[config.mk]
export PLATFORM = sky130hd
export DESIGN_NAME = fetch_decode_stage
export DESIGN_NICKNAME = d
export VERILOG_FILES = /design/src/rtl/fetch_decode_stage_pkg.sv /design/src/rtl/fetch_decode_stage_fd_latch.sv /design/src/rtl/fetch_decode_stage.sv
export SDC_FILE = /design/constraint.sdc
export NUM_CORES = 1
export LEC_CHECK = 0
export CAP_MARGIN = 20
export CELL_PAD_IN_SITES_DETAIL_PLACEMENT = 1
export CELL_PAD_IN_SITES_GLOBAL_PLACEMENT = 1
export CORE_MARGIN = 5
export CORE_UTILIZATION = 28
export DETAILED_ROUTE_END_ITERATION = 8
export PLACE_DENSITY = 0.87
export SLEW_MARGIN = 20
export SYNTH_ARGS = -nofsm -noshare
export SYNTH_HDL_FRONTEND = slang
export SYNTH_HIERARCHICAL = 1
export SYNTH_SLANG_ARGS = --single-unit
export TNS_END_PERCENT = 10
[constraint.sdc]
create_clock -name clock -period 1.7 [get_ports clock]
set_input_delay 0.17 -clock clock [delete_from_list [all_inputs] [get_ports clock]]
set_output_delay 0.17 -clock clock [all_outputs]
set_load 0.02 [all_outputs]
[src/rtl/fetch_decode_stage_pkg.sv]
// Shared front-end constants: NOP encoding, instruction field offsets, default widths.
// Used by fetch/decode, stall logic and decode.
package fetch_decode_stage_pkg;
    localparam int ADDR_W_DEF = 12;
    localparam int INSN_W_DEF = 32;
    localparam logic [31:0] NOP_INSN = 32'h0;
    localparam int OP_HI = 31;
    localparam int OP_LO = 27;
    localparam int RD_HI = 26;
    localparam int RD_LO = 22;
    localparam int RS_HI = 21;
    localparam int RS_LO = 17;
    localparam int RT_HI = 16;
    localparam int RT_LO = 12;
endpackage

[src/rtl/fetch_decode_stage_fd_latch.sv]
// F/D pipeline latch: instruction, link PC and valid bit with hold-enable and flush-clear.
// Clear wins over enable so a redirect always kills the decode slot.
module fd_latch
    import fetch_decode_stage_pkg::*;
#(
    parameter int ADDR_W = ADDR_W_DEF,
    parameter int INSN_W = INSN_W_DEF
) (
    input  logic              clock,
    input  logic              reset_n,
    input  logic              i_en,
    input  logic              i_clr,
    input  logic [INSN_W-1:0] i_insn,
    input  logic [ADDR_W-1:0] i_pc,
    output logic [INSN_W-1:0] o_insn,
    output logic [ADDR_W-1:0] o_pc,
    output logic              o_valid
);
    logic [INSN_W-1:0] r_insn;
    logic [ADDR_W-1:0] r_pc;
    logic              r_valid;

    always_ff @(posedge clock or negedge reset_n) begin
        if (!reset_n) begin
            r_insn  <= INSN_W'(NOP_INSN);
            r_pc    <= '0;
            r_valid <= 1'b0;
        end else if (i_clr) begin
            r_insn  <= INSN_W'(NOP_INSN);
            r_pc    <= '0;
            r_valid <= 1'b0;
        end else if (i_en) begin
            r_insn  <= i_insn;
            r_pc    <= i_pc;
            r_valid <= 1'b1;
        end
    end

    assign o_insn  = r_insn;
    assign o_pc    = r_pc;
    assign o_valid = r_valid;
endmodule

[src/rtl/fetch_decode_stage.sv]
// Fetch stage + F/D latch: PC, next-PC mux, load-use bubble request, branch flush.
// Optional saturating stall/flush counters when STALL_STATS_EN is defined.
module fetch_decode_stage
    import fetch_decode_stage_pkg::*;
#(
    parameter int ADDR_W = ADDR_W_DEF,
    parameter int INSN_W = INSN_W_DEF,
    parameter int CNT_W  = 32
) (
    input  logic              clock,
    input  logic              reset_n,
    input  logic              hazard,
    input  logic              ext_stall,
    input  logic              branch_taken,
    input  logic [ADDR_W-1:0] branch_target,
    input  logic [INSN_W-1:0] imem_q,
    output logic [ADDR_W-1:0] pc_f,
    output logic [4:0]        opcode_f,
    output logic [INSN_W-1:0] fd_insn,
    output logic [ADDR_W-1:0] fd_pc,
    output logic              fd_valid,
    output logic [4:0]        fd_rs,
    output logic [4:0]        fd_rt,
    output logic [4:0]        fd_rd,
    output logic              dx_bubble,
    output logic [CNT_W-1:0]  stall_cnt,
    output logic [CNT_W-1:0]  flush_cnt
);
    logic [ADDR_W-1:0] r_pc;
    logic [ADDR_W-1:0] w_pc_inc;
    logic              w_stall;

    assign w_stall  = hazard | ext_stall;
    assign w_pc_inc = r_pc + ADDR_W'(1);

    always_ff @(posedge clock or negedge reset_n) begin
        if (!reset_n) begin
            r_pc <= '0;
        end else if (branch_taken) begin
            r_pc <= branch_target;
        end else if (!w_stall) begin
            r_pc <= w_pc_inc;
        end
    end

    fd_latch #(
        .ADDR_W (ADDR_W),
        .INSN_W (INSN_W)
    ) u_fd_latch (
        .clock   (clock),
        .reset_n (reset_n),
        .i_en    (~w_stall),
        .i_clr   (branch_taken),
        .i_insn  (imem_q),
        .i_pc    (w_pc_inc),
        .o_insn  (fd_insn),
        .o_pc    (fd_pc),
        .o_valid (fd_valid)
    );

    assign pc_f     = r_pc;
    assign opcode_f = imem_q[OP_HI:OP_LO];
    assign fd_rs    = fd_insn[RS_HI:RS_LO];
    assign fd_rt    = fd_insn[RT_HI:RT_LO];
    assign fd_rd    = fd_insn[RD_HI:RD_LO];

    // ext_stall freezes D/X too, and a flush already kills the decode instruction.
    assign dx_bubble = hazard & ~branch_taken & ~ext_stall;

`ifdef STALL_STATS_EN
    logic [CNT_W-1:0] r_stall_cnt;
    logic [CNT_W-1:0] r_flush_cnt;

    function automatic logic [CNT_W-1:0] sat_inc(input logic [CNT_W-1:0] v);
        return (&v) ? v : v + CNT_W'(1);
    endfunction

    always_ff @(posedge clock or negedge reset_n) begin
        if (!reset_n) begin
            r_stall_cnt <= '0;
            r_flush_cnt <= '0;
        end else begin
            if (w_stall && !branch_taken) r_stall_cnt <= sat_inc(r_stall_cnt);
            if (branch_taken)             r_flush_cnt <= sat_inc(r_flush_cnt);
        end
    end

    assign stall_cnt = r_stall_cnt;
    assign flush_cnt = r_flush_cnt;
`else
    assign stall_cnt = '0;
    assign flush_cnt = '0;
`endif
endmodule
# --- Yosys cells after proc, flatten, opt, wreduce, memory -nomap -nowiden ---
# Cells that the tools add are included.
word_totals:
  out_inout_bits: 142
  register_bits: 57
  input_bits: 49
  elab_cells: 18
op_classes:
  bitwise_logic: 5
  n_mux: 7
  addsub: 1
  eq_ne: 1
ops:
  columns: ["cell", "count"]
  rows:
  - ["$mux W32", 2]
  - ["$mux W12", 3]
  - ["$add A12 B1 Y12 const B", 1]
  - ["$and A1 B1 Y1", 2]
  - ["$mux W1", 2]
  - ["$ne A2 B2 Y1 const B", 1]
  - ["$not A1 Y1", 2]
  - ["$or A1 B1 Y1", 1]

# --- Logic depth before layout (Yosys ltp) ---
# Gate-level depths: netlist of run 1.
logic_depth:
  depth_word: 3
  mapped_depth: 7
  depth_no_buf: 7

# --- By module ---
# Netlist of run 1, hierarchy kept.
by_module_without_submodules:
  columns: ["mod", "seq_area_each_um2", "cells_per_inst", "area_each_um2", "instances"]
  rows:
  - ["fd_latch", 1126.1, 145, 1854.3, 1]
  - ["fetch_decode_stage", 300.3, 176, 1455.1, 1]

# --- Worst setup path after synthesis of run 1 ---
# OpenSTA, ideal clock, no wires.
synth_timing:
  path_type: "flip-flop to flip-flop"
  from: "reg r_pc[0], in the netlist pc_f[0]"
  to: "reg u_fd_latch.r_pc[10], in the netlist u_fd_latch/o_pc[10]"
  path_buffers: 0
  path_stages_with_launch: 8
  t_required_ps: 1568
  arrival_time_ps: 1596
  slack_ps: -28
  cell_sequence: "dfrtp_1 -> ha_1 -> nand3_2 -> or2_2 -> nor2_1 -> xor2_1 -> mux2i_1 -> nor2_1"
synth_via:
  elab_chain_len: 3
synth_rtl:
  columns: ["item", "line_no", "rtl"]
  rows:
  - ["start, declared", "fetch_decode_stage.sv:29", "logic [ADDR_W-1:0] r_pc;"]
  - ["start signal, assigned", "fetch_decode_stage.sv:40", "r_pc <= branch_target;"]
  - ["start signal, assigned", "fetch_decode_stage.sv:42", "r_pc <= w_pc_inc;"]
  - ["$add A12 B1 Y12", "fetch_decode_stage.sv:34", "assign w_pc_inc = r_pc + ADDR_W'(1);"]
  - ["named net w_pc_inc[10]", "fetch_decode_stage.sv:30", "logic [ADDR_W-1:0] w_pc_inc;"]
  - ["$mux W12", "fetch_decode_stage_fd_latch.sv:32", "end else if (i_en) begin"]
  - ["$mux W12", "fetch_decode_stage_fd_latch.sv:28", "end else if (i_clr) begin"]
  - ["end signal, assigned", "fetch_decode_stage_fd_latch.sv:34", "r_pc <= i_pc;"]
  - ["end, declared", "fetch_decode_stage_fd_latch.sv:20", "logic [ADDR_W-1:0] r_pc;"]
# The timed path passes the listed nets, and every way through them passes these cells. The select of a mux whose other input is x is not followed.
# A chain may end at the register's enable or synchronous reset.

# --- Worst setup path in the final report of run 1 ---
layout_timing:
  from: "reg r_pc[0], in the netlist pc_f[0]"
  to: "reg r_pc[6], in the netlist pc_f[6]"
layout_via:
  elab_chain_len: 3
layout_rtl:
  columns: ["item", "line_no", "rtl"]
  rows:
  - ["$add A12 B1 Y12", "fetch_decode_stage.sv:34", null]
  - ["$mux W12", "fetch_decode_stage.sv:41", "end else if (!w_stall) begin"]
  - ["$mux W12", "fetch_decode_stage.sv:39", "end else if (branch_taken) begin"]
# No other way between the ends. The select of a mux whose other input is x is not followed.

==> flow_metrics.py, run 1 <==
metrics = {
    "layout": {
        "fin_util_pct": 41.0,
        "multiInputGateArea_um2": 1350,
        "fill_cells": 1315,
        "regArea_um2": 1430,
        "drive_gt1_share_pct": 10.5,
        "syn2layout_area_growth_pct": 42.7,
        "n_antenna_cell": 0,
        "final_nets": 493,
    },
    "worst_hold_path": {
        "hold_path_class": "primary input to flip-flop",
        "worst_hold_path.num_cells": 3,
        "min_to": "pc_f[8]",
        "hold_start": "branch_target[8]",
    },
    "pwr": {
        "p_switching_mw": 1.24,
        "internal_power_mw": 3.19,
        "sw_frac_of_total_pct": 27.9,
        "comb_power_share_pct": 21.8,
        "p_clk_share_pct": 43.8,
        "p_leak_nw": 2.14,
        "total_power_mw": 4.42,
        "p_seq_share_pct": 34.4,
        "power_density_nw_per_um2": 937,
        "max-vdd-ir-drop_v": 0.000439,
    },
    "placed_design": {
        "dpl.hpwl_um": 7140,
        "portBuffers": 126,
        "place_congestion": 0.781,
        "place_ws_ns": -0.167,
    },
    "clocking": {
        "clk_pin_slew_ns": 0.05,
        "cts_buffers": 9,
        "cts_max_level": 3,
        "cts_tree": "built",
        "cts_max_path_buffers": 2,
        "clk_latency_ns": 0.32,
        "root_buffer": "clkbuf_16",
        "numClockSinks": 57,
    },
    "setup_path": {
        "crit_path_max_incr_delay_ns": 0.39,
        "crit_family": "simple AND/OR/NAND/NOR gates",
        "cp.arrival_ns": 1.82,
        "rrSetupSlack_ns": 0.07,
        "critPathMaxFanout": 4,
        "slowest_stage": "dfrtp_2",
        "r2r_cells": 6,
        "r2r_end": "pc_f[6]",
        "startpoint_type": "flip-flop",
        "path_buf_inv": 1,
        "reg2reg_from": "pc_f[0]",
        "path_class": "flip-flop to flip-flop",
        "required_ns": 1.89,
        "worstSetupEndpointType": "flip-flop",
        "path_cells": "ha_2 > nand3_2 > buf_4 > or3_1 > xor2_1 > o21ai_1",
    },
    "sta": {
        "fin_worst_skew_ns": 0.00326,
        "period_minus_slack_ns": 1.63,
        "hold_viol": 0,
        "tns_ns": 0,
        "period_share_pct": 95.8,
        "setup_violations": 0,
        "max_freq_mhz": 614,
        "fin_ws_ns": 0.0721,
        "drv_slew": 0,
    },
    "floorplanning": {
        "core_area_um2": 11500,
        "fp-row-count": 39,
        "io_pins": 191,
        "initial_core_util_pct": 28.7,
        "dieArea_um2": 14100,
        "die_height_um": 119,
        "die_width_um": 119,
    },
    "logic_synthesis": {
        "yosysMostFrequentCell": "buf_4",
        "synth_cell_types": 31,
        "syn_inst": 321,
        "synth_area_leader_cell": "dfrtp_1",
        "ys.flop_type": "dfrtp_1",
        "ys_ff_latch": 57,
        "yosysWarningCount": 6,
        "async_reset_ff_share_pct": 100,
        "postSynthAreaPerCell_um2": 10.3,
        "synthTopCellsByCount": "buf_4 (84), dfrtp_1 (57), nor2_1 (52), mux2i_1 (45), nand2_1 (15)",
        "synth_edf_count": 0,
        "synth_top_area_share_pct": 43.1,
        "netlist_area_um2": 3310,
        "seq_area_frac_synth_pct": 43.1,
        "synthTopCellsByArea": "dfrtp_1 (43%), buf_4 (19%), mux2i_1 (14%)",
    },
    "detailed_routing": {
        "drc_errors": 0,
        "vias_per_cell": 4.18,
        "drt_iter0_drc": 142,
        "dr_total_vias": 2470,
        "routed_wl_um": 9370,
        "wl_per_cell_um": 15.9,
        "ant_nets": 0,
        "firstDrtPassIters": 4,
    },
    "global_routing": {
        "grt.total_usage_pct": 13.2,
        "grt_overflow": 0,
        "grt_first_pass_wirelength_um": 14700,
        "grt_max_degree": 42,
        "grt_pass1_vias": 2670,
        "antenna_found_initial": 0,
    },
    "flow_run": {
        "maxCapViolations": 0,
    },
    "status": {
        "status": "completed",
    },
}
-- worst min-delay path: cells and delay by family --
kind | cells | cell delay [ns]
compound gates | 1 | 0.05
buf+inv | 1 | 0.40
simple gates | 1 | 0.06
-- worst max path at each step --
stage | startpoint | end | slack, ns | cells past startpoint
finish | pc_f[0] | pc_f[6] | 0.07 | 6
global route | pc_f[0] | pc_f[6] | -0.002 | 6
CTS | pc_f[2] | pc_f[2] | 0.0005 | 2
detailed placement | hazard | u_fd_latch/o_insn[18] | -0.17 | 6
global placement | ext_stall | u_fd_latch/o_insn[10] | -0.06 | 6
floorplan | pc_f[1] | u_fd_latch/o_pc[10] | 0.003 | 7
-- cells by family after synthesis --
group                    Yosys count  share of synthesized area [%]
other                              1                          0.113
flip-flops                        57                           43.1
XOR/XNOR                          19                           5.26
multiplexers                      45                           13.6
AO/OA/AOI/OAI                     12                           2.12
adder cells (fa/ha/maj)            1                          0.378
buffers and inverters            101                           23.4
AND/OR/NAND/NOR                   85                           12.0
-- cell usage in the layout (no fill, tap or decap), types with 2 or more instances in the layout --
cell type,Yosys,routed
xor2_1,8,8
nor3b_1,3,3
dlygate4sd2_1,0,4
clkbuf_16,0,9
dlymetal6s2s_1,0,2
dfrtp_1,57,56
buf_4,84,18
a221o_1,2,2
clkdlybuf4s50_1,0,118
conb_1,1,64
xnor2_1,10,10
nand3_2,2,2
nor2_1,52,52
mux2i_1,45,45
buf_12,4,2
o21ai_0,4,4
bufinv_16,0,2
clkinv_2,0,2
nor3_1,5,5
buf_2,5,2
nand2_1,15,15
o21ai_1,6,6
-- metrics by stage --
step,instances,hold WS [ns],cell area [µm²]
after floorplan,384,-0.126,3550
after global placement,571,0.232,4360
after detailed placement,571,0.227,4360
after CTS,588,0.395,4690
after global routing,591,0.410,4720
final,591,0.402,4720
-- state kept, by name (all words and copies together) (netlist names) --
| signal | count |
|---|---|
| u_fd_latch/o_insn | 32 |
| pc_f | 12 |
| u_fd_latch/o_pc | 12 |
| u_fd_latch/o_valid | 1 |
-- cell type report --
class / instances / area share (%)
clock buffers: 11 / 5.14
clock inverters: 5 / 1.67
inverters: 2 / 0.159
multi-input cells: 226 / 28.6
flip-flops and latches: 57 / 30.2
well taps: 143 / 3.79
repair buffers: 147 / 30.4
-- power by group through the flow --
stage | registers, mW | clock network [mW] | logic, mW
finish | 1.52 | 1.94 | 0.965
global route | 1.54 | 2.06 | 1.04
CTS | 1.53 | 1.99 | 0.958
detailed placement | 1.55 | 0 | 0.954
global placement | 1.54 | 0 | 0.940
floorplan | 1.64 | 0 | 0.551
-- metal layers --
metal  track usage (%)  part of all wire [%]  wire (µm)  vias to the layer above
met5                 0                     0          0                        -
met4              5.43                   1.7        156                        0
met3              4.63                    10        974                        8
met2              21.3                    46       4300                      160
met1              16.1                    42       3940                     1166
li1                  -                     -          -                     1136
-- repair_timing --
action	4_1_cts	5_1_grt
hold buffers	1	0
hold endpoints to repair	57	0
setup buffers	0	3
endpoints found under the setup margin	5	4
gates resized for setup	5	3
Power figures use the tool's default switching activity.
==> run 2, diff against run 1 <==
--- a/config.mk
+++ b/config.mk
@@ -10,6 +10,7 @@
 export CELL_PAD_IN_SITES_GLOBAL_PLACEMENT = 1
 export CORE_MARGIN = 5
 export CORE_UTILIZATION = 28
+export CTS_CLUSTER_SIZE = 30
 export DETAILED_ROUTE_END_ITERATION = 8
 export PLACE_DENSITY = 0.87
 export SLEW_MARGIN = 20
==> results of run 2 <==
Final layout, timing and power as in run 1 (identical DEF).
